$ cat src/rtl/alu_activacion_pkg.sv
// Shared types and fixed-point helpers for the piecewise-linear activation ALU.
package alu_activacion_pkg;

    typedef enum logic [1:0] {
        ModePwl   = 2'd0,
        ModeIdent = 2'd1,
        ModeRelu  = 2'd2,
        ModeHsat  = 2'd3
    } mode_e;

    // Wide intermediate: val holds the clamped result, ovf marks a clamp.
    typedef struct packed {
        logic [63:0] val;
        logic        ovf;
    } sat_t;

    function automatic logic signed [63:0] one_val(input int unsigned precision);
        return 64'sd1 <<< precision;
    endfunction

    function automatic logic signed [63:0] sat_max(input int unsigned width);
        return (64'sd1 <<< (width - 1)) - 64'sd1;
    endfunction

    function automatic logic signed [63:0] sat_min(input int unsigned width);
        return -(64'sd1 <<< (width - 1));
    endfunction

    // Round half-up, arithmetic shift right by 'shift', clamp to a signed 'width' range.
    function automatic sat_t sat_round(input logic signed [63:0] x,
                                       input int unsigned       shift,
                                       input int unsigned       width);
        sat_t                r;
        logic signed [63:0]  t;
        t = x;
        if (shift != 0) begin
            t = (x + (64'sd1 <<< (shift - 1))) >>> shift;
        end
        r.val = t;
        r.ovf = 1'b0;
        if (t > sat_max(width)) begin
            r.val = sat_max(width);
            r.ovf = 1'b1;
        end else if (t < sat_min(width)) begin
            r.val = sat_min(width);
            r.ovf = 1'b1;
        end
        return r;
    endfunction

endpackage

$ cat src/rtl/alu_activacion_pwl_if.sv
// Sample stream, coefficient-load and error signals of the activation ALU.
interface alu_activacion_pwl_if #(
    parameter int unsigned Width   = 24,
    parameter int unsigned SegBits = 5
);
    logic                    cfg_we;
    logic [SegBits-1:0]      cfg_addr;
    logic signed [Width-1:0] cfg_m;
    logic signed [Width-1:0] cfg_b;
    logic [1:0]              mode;
    logic                    in_valid;
    logic                    in_ready;
    logic signed [Width-1:0] In;
    logic                    out_valid;
    logic                    out_ready;
    logic signed [Width-1:0] Out;
    logic                    err_clr;
    logic                    Error;

    modport master (
        output cfg_we, cfg_addr, cfg_m, cfg_b, mode, in_valid, In, out_ready, err_clr,
        input  in_ready, out_valid, Out, Error
    );

    modport slave (
        input  cfg_we, cfg_addr, cfg_m, cfg_b, mode, in_valid, In, out_ready, err_clr,
        output in_ready, out_valid, Out, Error
    );
endinterface

$ cat src/rtl/pwl_mac_sat.sv
// S2/S3 datapath: rounded saturating multiply, then saturating add of the offset.
module pwl_mac_sat
    import alu_activacion_pkg::*;
#(
    parameter int unsigned Width     = 24,
    parameter int unsigned Precision = 19
) (
    input  logic                    clk_i,
    input  logic                    rst_ni,
    input  logic                    adv_i,
    input  logic signed [Width-1:0] x_i,
    input  logic signed [Width-1:0] m_i,
    input  logic signed [Width-1:0] b_i,
    output logic signed [Width-1:0] sum_o,
    output logic                    mul_ovf_o,
    output logic                    sum_ovf_o
);
    logic signed [2*Width-1:0] prod_full;
    logic signed [Width:0]     sum_full;
    sat_t                      mul_sat;
    sat_t                      sum_sat;
    logic signed [Width-1:0]   prod_q;
    logic signed [Width-1:0]   b_q;
    logic signed [Width-1:0]   sum_q;
    logic                      mul_ovf_q;
    logic                      unused_hi;

    assign prod_full = (2*Width)'(m_i) * (2*Width)'(x_i);
    assign sum_full  = (Width+1)'(prod_q) + (Width+1)'(b_q);

    // Clamp both arithmetic results to the word range.
    always_comb begin
        mul_sat = sat_round(64'(prod_full), Precision, Width);
        sum_sat = sat_round(64'(sum_full), 0, Width);
    end

    // S2 and S3 registers, frozen together while the pipe is stalled.
    always_ff @(posedge clk_i or negedge rst_ni) begin
        if (!rst_ni) begin
            prod_q    <= '0;
            b_q       <= '0;
            mul_ovf_q <= 1'b0;
            sum_q     <= '0;
        end else if (adv_i) begin
            prod_q    <= mul_sat.val[Width-1:0];
            b_q       <= b_i;
            mul_ovf_q <= mul_sat.ovf;
            sum_q     <= sum_sat.val[Width-1:0];
        end
    end

    // Overflow flags describe the sample about to enter S3.
    assign sum_o     = sum_q;
    assign mul_ovf_o = mul_ovf_q;
    assign sum_ovf_o = sum_sat.ovf;
    assign unused_hi = ^{mul_sat.val[63:Width], sum_sat.val[63:Width]};
endmodule

$ cat src/rtl/alu_activacion_pwl.sv
// Three-stage piecewise-linear activation ALU with loadable slope/offset table.
module alu_activacion_pwl
    import alu_activacion_pkg::*;
#(
    parameter int unsigned Width     = 24,
    parameter int unsigned Magnitud  = 4,
    parameter int unsigned Precision = 19,
    parameter int unsigned Signo     = 1,
    parameter int unsigned SegBits   = 5
) (
    input logic                 clk,
    input logic                 rst_n,
    alu_activacion_pwl_if.slave bus
);
    localparam int unsigned NSeg = 2 ** SegBits;
    localparam logic signed [Width-1:0] One = Width'(one_val(Precision));

    if (Width != Signo + Magnitud + Precision) begin : g_width_chk
        $error("Width must equal Signo + Magnitud + Precision");
    end

    logic signed [Width-1:0] m_tbl_q [NSeg];
    logic signed [Width-1:0] b_tbl_q [NSeg];
    logic                    advance;
    logic [SegBits-1:0]      seg;
    logic                    v1_q, v2_q, v3_q;
    logic signed [Width-1:0] x1_q, x2_q, x3_q;
    logic [SegBits-1:0]      seg1_q, seg2_q, seg3_q;
    mode_e                   mode1_q, mode2_q, mode3_q;
    logic signed [Width-1:0] m1_q, b1_q;
    logic signed [Width-1:0] sum;
    logic                    mul_ovf, sum_ovf;
    logic                    error_q;
    logic signed [Width-1:0] out_val;

    assign advance = !v3_q || bus.out_ready;
    // Flipping the sign bit maps the signed range onto ascending segment indices.
    assign seg = {~bus.In[Width-1], bus.In[Width-2 -: SegBits-1]};

    // Coefficient table; a write lands on the edge, so same-edge reads see old data.
    always_ff @(posedge clk or negedge rst_n) begin
        if (!rst_n) begin
            for (int i = 0; i < NSeg; i++) begin
                m_tbl_q[i] <= '0;
                b_tbl_q[i] <= '0;
            end
        end else if (bus.cfg_we) begin
            m_tbl_q[bus.cfg_addr] <= bus.cfg_m;
            b_tbl_q[bus.cfg_addr] <= bus.cfg_b;
        end
    end

    // S1 capture plus sideband carried alongside the S2/S3 datapath.
    always_ff @(posedge clk or negedge rst_n) begin
        if (!rst_n) begin
            v1_q    <= 1'b0;
            v2_q    <= 1'b0;
            v3_q    <= 1'b0;
            x1_q    <= '0;
            x2_q    <= '0;
            x3_q    <= '0;
            seg1_q  <= '0;
            seg2_q  <= '0;
            seg3_q  <= '0;
            mode1_q <= ModePwl;
            mode2_q <= ModePwl;
            mode3_q <= ModePwl;
            m1_q    <= '0;
            b1_q    <= '0;
        end else if (advance) begin
            v1_q    <= bus.in_valid;
            x1_q    <= bus.In;
            seg1_q  <= seg;
            mode1_q <= mode_e'(bus.mode);
            m1_q    <= m_tbl_q[seg];
            b1_q    <= b_tbl_q[seg];
            v2_q    <= v1_q;
            x2_q    <= x1_q;
            seg2_q  <= seg1_q;
            mode2_q <= mode1_q;
            v3_q    <= v2_q;
            x3_q    <= x2_q;
            seg3_q  <= seg2_q;
            mode3_q <= mode2_q;
        end
    end

    pwl_mac_sat #(
        .Width     (Width),
        .Precision (Precision)
    ) u_mac (
        .clk_i     (clk),
        .rst_ni    (rst_n),
        .adv_i     (advance),
        .x_i       (x1_q),
        .m_i       (m1_q),
        .b_i       (b1_q),
        .sum_o     (sum),
        .mul_ovf_o (mul_ovf),
        .sum_ovf_o (sum_ovf)
    );

    // Sticky overflow: a set on the same edge as a clear takes priority.
    always_ff @(posedge clk or negedge rst_n) begin
        if (!rst_n) begin
            error_q <= 1'b0;
        end else if (advance && v2_q && mode2_q == ModePwl && (mul_ovf || sum_ovf)) begin
            error_q <= 1'b1;
        end else if (bus.err_clr) begin
            error_q <= 1'b0;
        end
    end

    // Output selection by the mode captured with the sample.
    always_comb begin
        out_val = sum;
        unique case (mode3_q)
            ModePwl: begin
                if (seg3_q == '0) begin
                    out_val = '0;
                end else if (&seg3_q) begin
                    out_val = One;
                end
            end
            ModeIdent: out_val = x3_q;
            ModeRelu:  out_val = x3_q[Width-1] ? '0 : x3_q;
            ModeHsat:  out_val = x3_q[Width-1] ? '0 : ((x3_q > One) ? One : x3_q);
        endcase
    end

    assign bus.in_ready  = advance;
    assign bus.out_valid = v3_q;
    assign bus.Out       = out_val;
    assign bus.Error     = error_q;
endmodule

$ cat src/flat_wrapper.sv
// flat-port wrapper written by rule: the top's interface ports become plain ports
module alu_activacion_pwl_flat import alu_activacion_pkg::*;
#(
    parameter int unsigned Width     = 24,
    parameter int unsigned Magnitud  = 4,
    parameter int unsigned Precision = 19,
    parameter int unsigned Signo     = 1,
    parameter int unsigned SegBits   = 5
)
  (clk, rst_n, bus_cfg_we, bus_cfg_addr, bus_cfg_m, bus_cfg_b, bus_mode, bus_in_valid, bus_In, bus_out_ready, bus_err_clr, bus_in_ready, bus_out_valid, bus_Out, bus_Error);
  alu_activacion_pwl_if #(.Width(Width), .SegBits(SegBits)) bus_i ();
  input logic clk;
  input logic rst_n;
  input wire logic [$bits(bus_i.cfg_we)-1:0] bus_cfg_we;
  input wire logic [$bits(bus_i.cfg_addr)-1:0] bus_cfg_addr;
  input wire logic [$bits(bus_i.cfg_m)-1:0] bus_cfg_m;
  input wire logic [$bits(bus_i.cfg_b)-1:0] bus_cfg_b;
  input wire logic [$bits(bus_i.mode)-1:0] bus_mode;
  input wire logic [$bits(bus_i.in_valid)-1:0] bus_in_valid;
  input wire logic [$bits(bus_i.In)-1:0] bus_In;
  input wire logic [$bits(bus_i.out_ready)-1:0] bus_out_ready;
  input wire logic [$bits(bus_i.err_clr)-1:0] bus_err_clr;
  output wire logic [$bits(bus_i.in_ready)-1:0] bus_in_ready;
  output wire logic [$bits(bus_i.out_valid)-1:0] bus_out_valid;
  output wire logic [$bits(bus_i.Out)-1:0] bus_Out;
  output wire logic [$bits(bus_i.Error)-1:0] bus_Error;
  assign bus_i.cfg_we = bus_cfg_we;
  assign bus_i.cfg_addr = bus_cfg_addr;
  assign bus_i.cfg_m = bus_cfg_m;
  assign bus_i.cfg_b = bus_cfg_b;
  assign bus_i.mode = bus_mode;
  assign bus_i.in_valid = bus_in_valid;
  assign bus_i.In = bus_In;
  assign bus_i.out_ready = bus_out_ready;
  assign bus_i.err_clr = bus_err_clr;
  assign bus_in_ready = bus_i.in_ready;
  assign bus_out_valid = bus_i.out_valid;
  assign bus_Out = bus_i.Out;
  assign bus_Error = bus_i.Error;
  alu_activacion_pwl #(.Width(Width), .Magnitud(Magnitud), .Precision(Precision), .Signo(Signo), .SegBits(SegBits)) u_core (.clk(clk), .rst_n(rst_n), .bus(bus_i));
endmodule
$ cat config.mk
export PLATFORM = sky130hd
export DESIGN_NAME = alu_activacion_pwl_flat
export DESIGN_NICKNAME = d
export VERILOG_FILES = /design/src/rtl/alu_activacion_pkg.sv /design/src/rtl/alu_activacion_pwl_if.sv /design/src/rtl/pwl_mac_sat.sv /design/src/rtl/alu_activacion_pwl.sv /design/src/flat_wrapper.sv
export SDC_FILE = /design/constraint.sdc
export NUM_CORES = 2
export LEC_CHECK = 0
export CELL_PAD_IN_SITES_DETAIL_PLACEMENT = 0
export CELL_PAD_IN_SITES_GLOBAL_PLACEMENT = 1
export CORE_ASPECT_RATIO = 1.75
export CORE_UTILIZATION = 35
export CTS_CLUSTER_DIAMETER = 50
export DETAILED_ROUTE_END_ITERATION = 6
export GPL_TIMING_DRIVEN = 0
export PLACE_DENSITY = 0.7
export SETUP_SLACK_MARGIN = 0.2
export SYNTH_ARGS = -nofsm -noshare
export SYNTH_HDL_FRONTEND = slang
export SYNTH_HIERARCHICAL = 1
export SYNTH_SLANG_ARGS = --single-unit
$ cat constraint.sdc
create_clock -name clk -period 8.56 [get_ports clk]
set_clock_uncertainty 0.2 [all_clocks]
set_input_delay 1.284 -clock clk [delete_from_list [all_inputs] [get_ports clk]]
set_output_delay 1.284 -clock clk [all_outputs]
set_load 0.02 [all_outputs]
==> Word-level counts from Yosys, hierarchy flattened <==
Index checks and enable logic that the tools add are counted.
{ "op_classes": {"n_addsub": 2, "n_mul": 1, "n_div": 0, "n_lt_le_gt_ge": 8, "n_eq_ne": 3, "shift": 0, "n_mux": 22, "n_bitwise": 3, "n_reduce_logical": 12} }
{ "op_table": {"columns": ["operator", "count"], "rows": [
  ["768-bit bitwise mux", 2],
  ["24-bit binary-select mux with 5-bit select", 2],
  ["24-bit 2-to-1 mux", 8],
  ["24-bit demux with 5-bit select", 1],
  ["25-bit 2-to-1 mux", 4],
  ["24-bit one-hot mux with 4 select lines", 1],
  ["48-bit by 20-bit adder with 49-bit output, second input constant", 1],
  ["24-bit by 24-bit multiplier with 48-bit output", 1],
  ["23-bit 2-to-1 mux", 2],
  ["30-bit by 24-bit greater-than comparator with 1-bit output, second input constant", 1],
  ["30-bit by 24-bit < comparator with 1-bit output, second input constant", 1],
  ["24-bit by 24-bit adder with 25-bit output", 1],
  ["25-bit by 24-bit greater-than comparator with 1-bit output, second input constant", 1],
  ["25-bit by 24-bit < comparator with 1-bit output, second input constant", 1],
  ["24-bit by 21-bit greater-than comparator with 1-bit output, second input constant", 1],
  ["6-bit greater-or-equal comparator, second input constant", 2],
  ["5-bit inverter with 6-bit output", 2],
  ["6-bit by 1-bit < comparator with 1-bit output, second input constant", 1],
  ["5-bit zero test", 1],
  ["5-bit AND reduction", 1],
  ["2-bit equality test, second input constant", 2],
  ["1-bit logical AND", 4],
  ["2-bit zero test", 2],
  ["2-bit by 1-bit equality test with 1-bit output, second input constant", 1],
  ["other kinds (5)", 7]
]} }
{ "totals": {"register_bits": 1754, "latchBits": 0, "ram_bits": 0, "romBits": 0, "input_bits": 85, "out_inout_bits": 27, "word_cells": 134, "memories": 0} }

==> Logic depth before layout (Yosys ltp) <==
{ "depth": {"ltp_word": 7, "mapped_depth": 29, "mapped_depth_nobuf": 26} }

==> Modules after synthesis <==
Netlist, hierarchy kept.
{ "modules_own_cells": {"columns": ["module", "n_inst", "cells_per_inst", "area_per_inst_um2", "seq_area_each_um2"], "rows": [
  ["alu_activacion_pwl", 1, 5219, 75053.2, 41765.1],
  ["pwl_mac_sat", 1, 2749, 25471.9, 1826.8]
]} }

==> Least setup slack after synthesis <==
Ideal clock, no wire load.
{ "synth_path": {"path_kind": "reg-to-reg", "start": "reg u_core.x1_q[0]", "end": "reg u_core.u_mac.prod_q[0]", "setup_ps": 131, "arrival_ps": 7823, "required_ps": 8229, "slack_ps": 406, "path_stages_with_launch": 26, "path_buffers": 3, "synth_period_minus_slack_ps": 8154, "cell_sequence": "dfrtp_1 > clkbuf_1 > nand2_1 > inv_1 > fa_1 > fa_1 > inv_1 > fa_1 > inv_1 > fa_1 > fa_1 > fa_1 > fa_1 > ha_1 > clkbuf_1 > nand4_1 > nor4_1 > a221oi_1 > o21ai_1 > a221oi_1 > o21ai_1 > xor2_1 > or4_4 > o31ai_4 > buf_6 > o22ai_2"} }
{ "synth_between": {"elab_chain_len": 5, "word_cells_on_any_way": 6, "cone_classes": "add/sub: 1; mul: 1; order compare: 2; mux: 2"} }
{ "synth_lines": {"columns": ["element", "line_no", "text"], "rows": [
  ["start, declared", "alu_activacion_pwl.sv:27", "logic signed [Width-1:0] x1_q, x2_q, x3_q;"],
  ["start signal, assigned", "alu_activacion_pwl.sv:72", "x1_q <= bus.In;"],
  ["24-bit by 24-bit multiplier with 48-bit output (*)", "pwl_mac_sat.sv:28", "assign prod_full = (2*Width)'(m_i) * (2*Width)'(x_i);"],
  ["48-bit by 20-bit adder with 49-bit output (*)", "alu_activacion_pkg.sv:37", "t = (x + (64'sd1 <<< (shift - 1))) >>> shift;"],
  ["30-bit by 24-bit < comparator with 1-bit output", "alu_activacion_pkg.sv:44", "end else if (t < sat_min(width)) begin"],
  ["25-bit 2-to-1 mux", "alu_activacion_pkg.sv:44", null],
  ["25-bit 2-to-1 mux (*)", "alu_activacion_pkg.sv:41", "if (t > sat_max(width)) begin"],
  ["end signal, assigned", "pwl_mac_sat.sv:45", "prod_q <= mul_sat.val[Width-1:0];"],
  ["end, declared", "pwl_mac_sat.sv:22", "logic signed [Width-1:0] prod_q;"]
]} }
Every way passes the cells marked *; elsewhere a longest branch is shown, timed or not.
A chain may end at the register's enable or synchronous reset.

==> Worst setup path after layout <==
{ "layout_path": {"start": "reg u_core.m1_q[23]", "end": "reg u_core.u_mac.prod_q[21]"} }
{ "layout_between": {"elab_chain_len": 5, "word_cells_on_any_way": 6, "cone_classes": "add/sub: 1; mul: 1; order compare: 2; mux: 2"} }
{ "layout_lines": {"columns": ["element", "line_no", "text"], "rows": [
  ["start, declared", "alu_activacion_pwl.sv:30", "logic signed [Width-1:0] m1_q, b1_q;"],
  ["start signal, assigned", "alu_activacion_pwl.sv:75", "m1_q <= m_tbl_q[seg];"],
  ["24-bit by 24-bit multiplier with 48-bit output (*)", "pwl_mac_sat.sv:28", null],
  ["48-bit by 20-bit adder with 49-bit output (*)", "alu_activacion_pkg.sv:37", null],
  ["30-bit by 24-bit < comparator with 1-bit output", "alu_activacion_pkg.sv:44", null],
  ["25-bit 2-to-1 mux", "alu_activacion_pkg.sv:44", null],
  ["25-bit 2-to-1 mux (*)", "alu_activacion_pkg.sv:41", null]
]} }
Marked as above.

==> out/metrics.yaml <==
dieArea_um2: 289400
h-tree-depth: 4
synthSimpleGateAreaFrac: 0.06254
die_w_um: 407.1
worstPathMaxFanout: 8
worstPathRequired_ps: 9090
yosys-mux-area-fraction: 0.2563
antenna_left: 0
grt_pass1_vias: 74950
wire_per_inst_um: 31.71
synth_top_area_frac: 0.4336
final.min_clock_period_ps: 8570
synth_cell_types: 83
design_area_um2: 114700
synth_xor_xnor_area_share: 0.004792
crit_arrival_ps: 9100
synthTopCellsByArea: "dfrtp_1, mux2_2, fa_1"
cp-start-kind: "register"
rrSetupSlack_ps: -10
grt_setup_unrepaired: "yes"
start_util: 0.3515
grt_max_degree: 201
layout_setup_ws_ps: -9.840
synth_nets: 8821
final_common_cell: "dfrtp_1"
hpwl_mm: 293.6
core_area_um2: 285900
antenna_found_initial: 39
cp-end-kind: "register"
synth_compound_area_frac: 0.04816
violations: "capacitance limit, slew limit, setup timing"
vias: 68010
cts_buffers: 181
fin_crit_sh: 1.001
tightest_slew_ps: 1622
rr_endpoint: "u_core/u_mac/prod_q[21]$_DFFE_PN0P_"
synth_top_family_by_area: "multiplexers"
syn_inst: 7968
tns_ps: -26.15
dr.pass1.iters: 6
slowest_delay_ps: 680
via_per_inst: 5.528
yosys.area_share.adder: 0.1415
setup_violations: 6
fin_nets: 9195
holdCritPathClass: "in -> async"
path_depth: 27
drt_iter0_drc: 4735
clockBufferDepth: 4
yosysWarnings: 6
synth_area_um2: 100500
critical_path_class: "reg -> reg"
ys_seq_elements: 1742
critPathTopFamily: "adder cells"
overflow: 0
ys_async_sr_fraction: 1.000
maxCapViolations: 8
clock_latency_ps: 890
cts.hold.buffers_added: 0
num_rows: 260
outcome: "finished with violations"
cts_root_buffer: "clkbuf_16"
die_h_um: 711.0
synth_ff_type: "dfrtp_1"
hold_viol: 0
clk_pin_slew_ps: 70
port_buffers: 107
layout_common_cells: "dfrtp_1, mux2_2, nand2_1, inv_1, fa_1"
placed_cell_area_um2: 106700
synth_area_leader_cell: "dfrtp_1"
layout-drive-gt1-share: 0.3101
n_fill_cell: 27110
ioPinCount: 112
wl_mm: 390.1
post-route-drc-count: 0
cts_num_sinks: 1742
cp_common_cell: "fa_1"
area_growth_pct: 14.08
cpMaxStageDelayCell: "fa_2"
slew_viol_final: 54
timing.rr.start: "u_core/m1_q[23]$_DFFE_PN0N_"
fmax_ghz: 0.1167
r2r_cells: 27
relSlewSlack: -0.08116
syn_area_per_cell_um2: 12.62
synth_edf_count: 0
gp_congestion: 0.9871
cp_num_buf_inv: 9
grt_usage: 0.2686
cts_tree: "built"
yosysSeqAreaShare: 0.4336
grt_pass1_wl_mm: 554.5
[worst max-delay path by stage]
| stage | startpoint | to |
|---|---|---|
| global placement | rst_n | u_core/b_tbl_q[580]$_DFFE_PN0P_ |
| floorplan | u_core/x1_q[0]$_DFFE_PN0N_ | u_core/u_mac/prod_q[0]$_DFFE_PN0P_ |
| global route | u_core/m1_q[23]$_DFFE_PN0N_ | u_core/u_mac/prod_q[5]$_DFFE_PN0P_ |
| CTS | u_core/x1_q[5]$_DFFE_PN0N_ | u_core/u_mac/prod_q[3]$_DFFE_PN0P_ |
| detailed placement | u_core/m1_q[23]$_DFFE_PN0N_ | u_core/u_mac/prod_q[15]$_DFFE_PN0P_ |
| finish | u_core/m1_q[23]$_DFFE_PN0N_ | u_core/u_mac/prod_q[21]$_DFFE_PN0P_ |
[cell usage after synthesis, types with 21 or more instances]
cell type	n
fa_1	615
and2_1	266
o32ai_1	21
nand4b_1	49
mux4_2	192
o211ai_1	26
inv_1	626
xnor2_1	44
mux2i_1	387
ha_1	153
clkbuf_1	393
a21o_1	38
buf_4	50
buf_6	26
mux2_2	1556
nand3_1	116
nand2_1	675
a22oi_1	311
nor2_1	101
o21ai_0	61
buf_2	151
a21oi_1	129
dfrtp_1	1742
[flip-flops by register name, indices dropped and copies added (netlist names), 24 cells and up]
register and cells:
u_core/x2_q 24, u_core/u_mac/sum_o 24, u_core/b_tbl_q 768, u_core/m_tbl_q 768, u_core/b1_q 24, u_core/u_mac/b_q 24, u_core/x3_q 24, u_core/x1_q 24
u_core/u_mac/prod_q 24, u_core/m1_q 24
[layer usage]
metal	track usage	wire (um)
met1	0.2611	126100
met3	0.04553	19120
met5	0	168
met2	0.4880	204500
met4	0.2343	40250
[cells by family after synthesis]
| kind of cell | Yosys count |
|---|---|
| XOR/XNOR | 55 |
| AND/OR/NAND/NOR | 1310 |
| AO/OA/AOI/OAI | 686 |
| flip-flops | 1742 |
| buffers and inverters | 1268 |
| adder cells (fa/ha/maj) | 768 |
| multiplexers | 2139 |
[repair_timing]
item | CTS | global route
setup endpoints to repair | 25 | 24
gates resized for setup | 393 | 43
pin swaps | 45 | 33
gates cloned | 2 | 0
setup buffers | 53 | 13
[area by class of cell]
type                       instances  area, um2  share of cell area
clock buffer                     255       5300             0.04622
inverter                         628       2379             0.02074
sequential                      1742      43720              0.3812
multi-input combinational       4958      52030              0.4537
tap                             3799       4753             0.04145
buffer                           639       3631             0.03166
antenna                           24      60.06           0.0005237
clock inverter                    65      734.5            0.006404
timing repair buffer             192       2072             0.01807
[per-stage QoR]
stage	hold WS [ps]	setup WS (ps)	util	instances
2_1_floorplan	238.6	405.8	-	7968
3_3_place_gp	256.2	-70060	0.3719	11870
3_5_place_dp	256.7	-2842	0.3733	11890
4_1_cts	180.5	145.2	0.3999	12260
5_1_grt	239.2	-91.14	0.4009	12290
6_report	184.4	-9.840	0.4011	12300
Power is left out: the tool's default activity adds up to more than one toggle a clock period on the data nets, which glitch-free logic cannot reach.
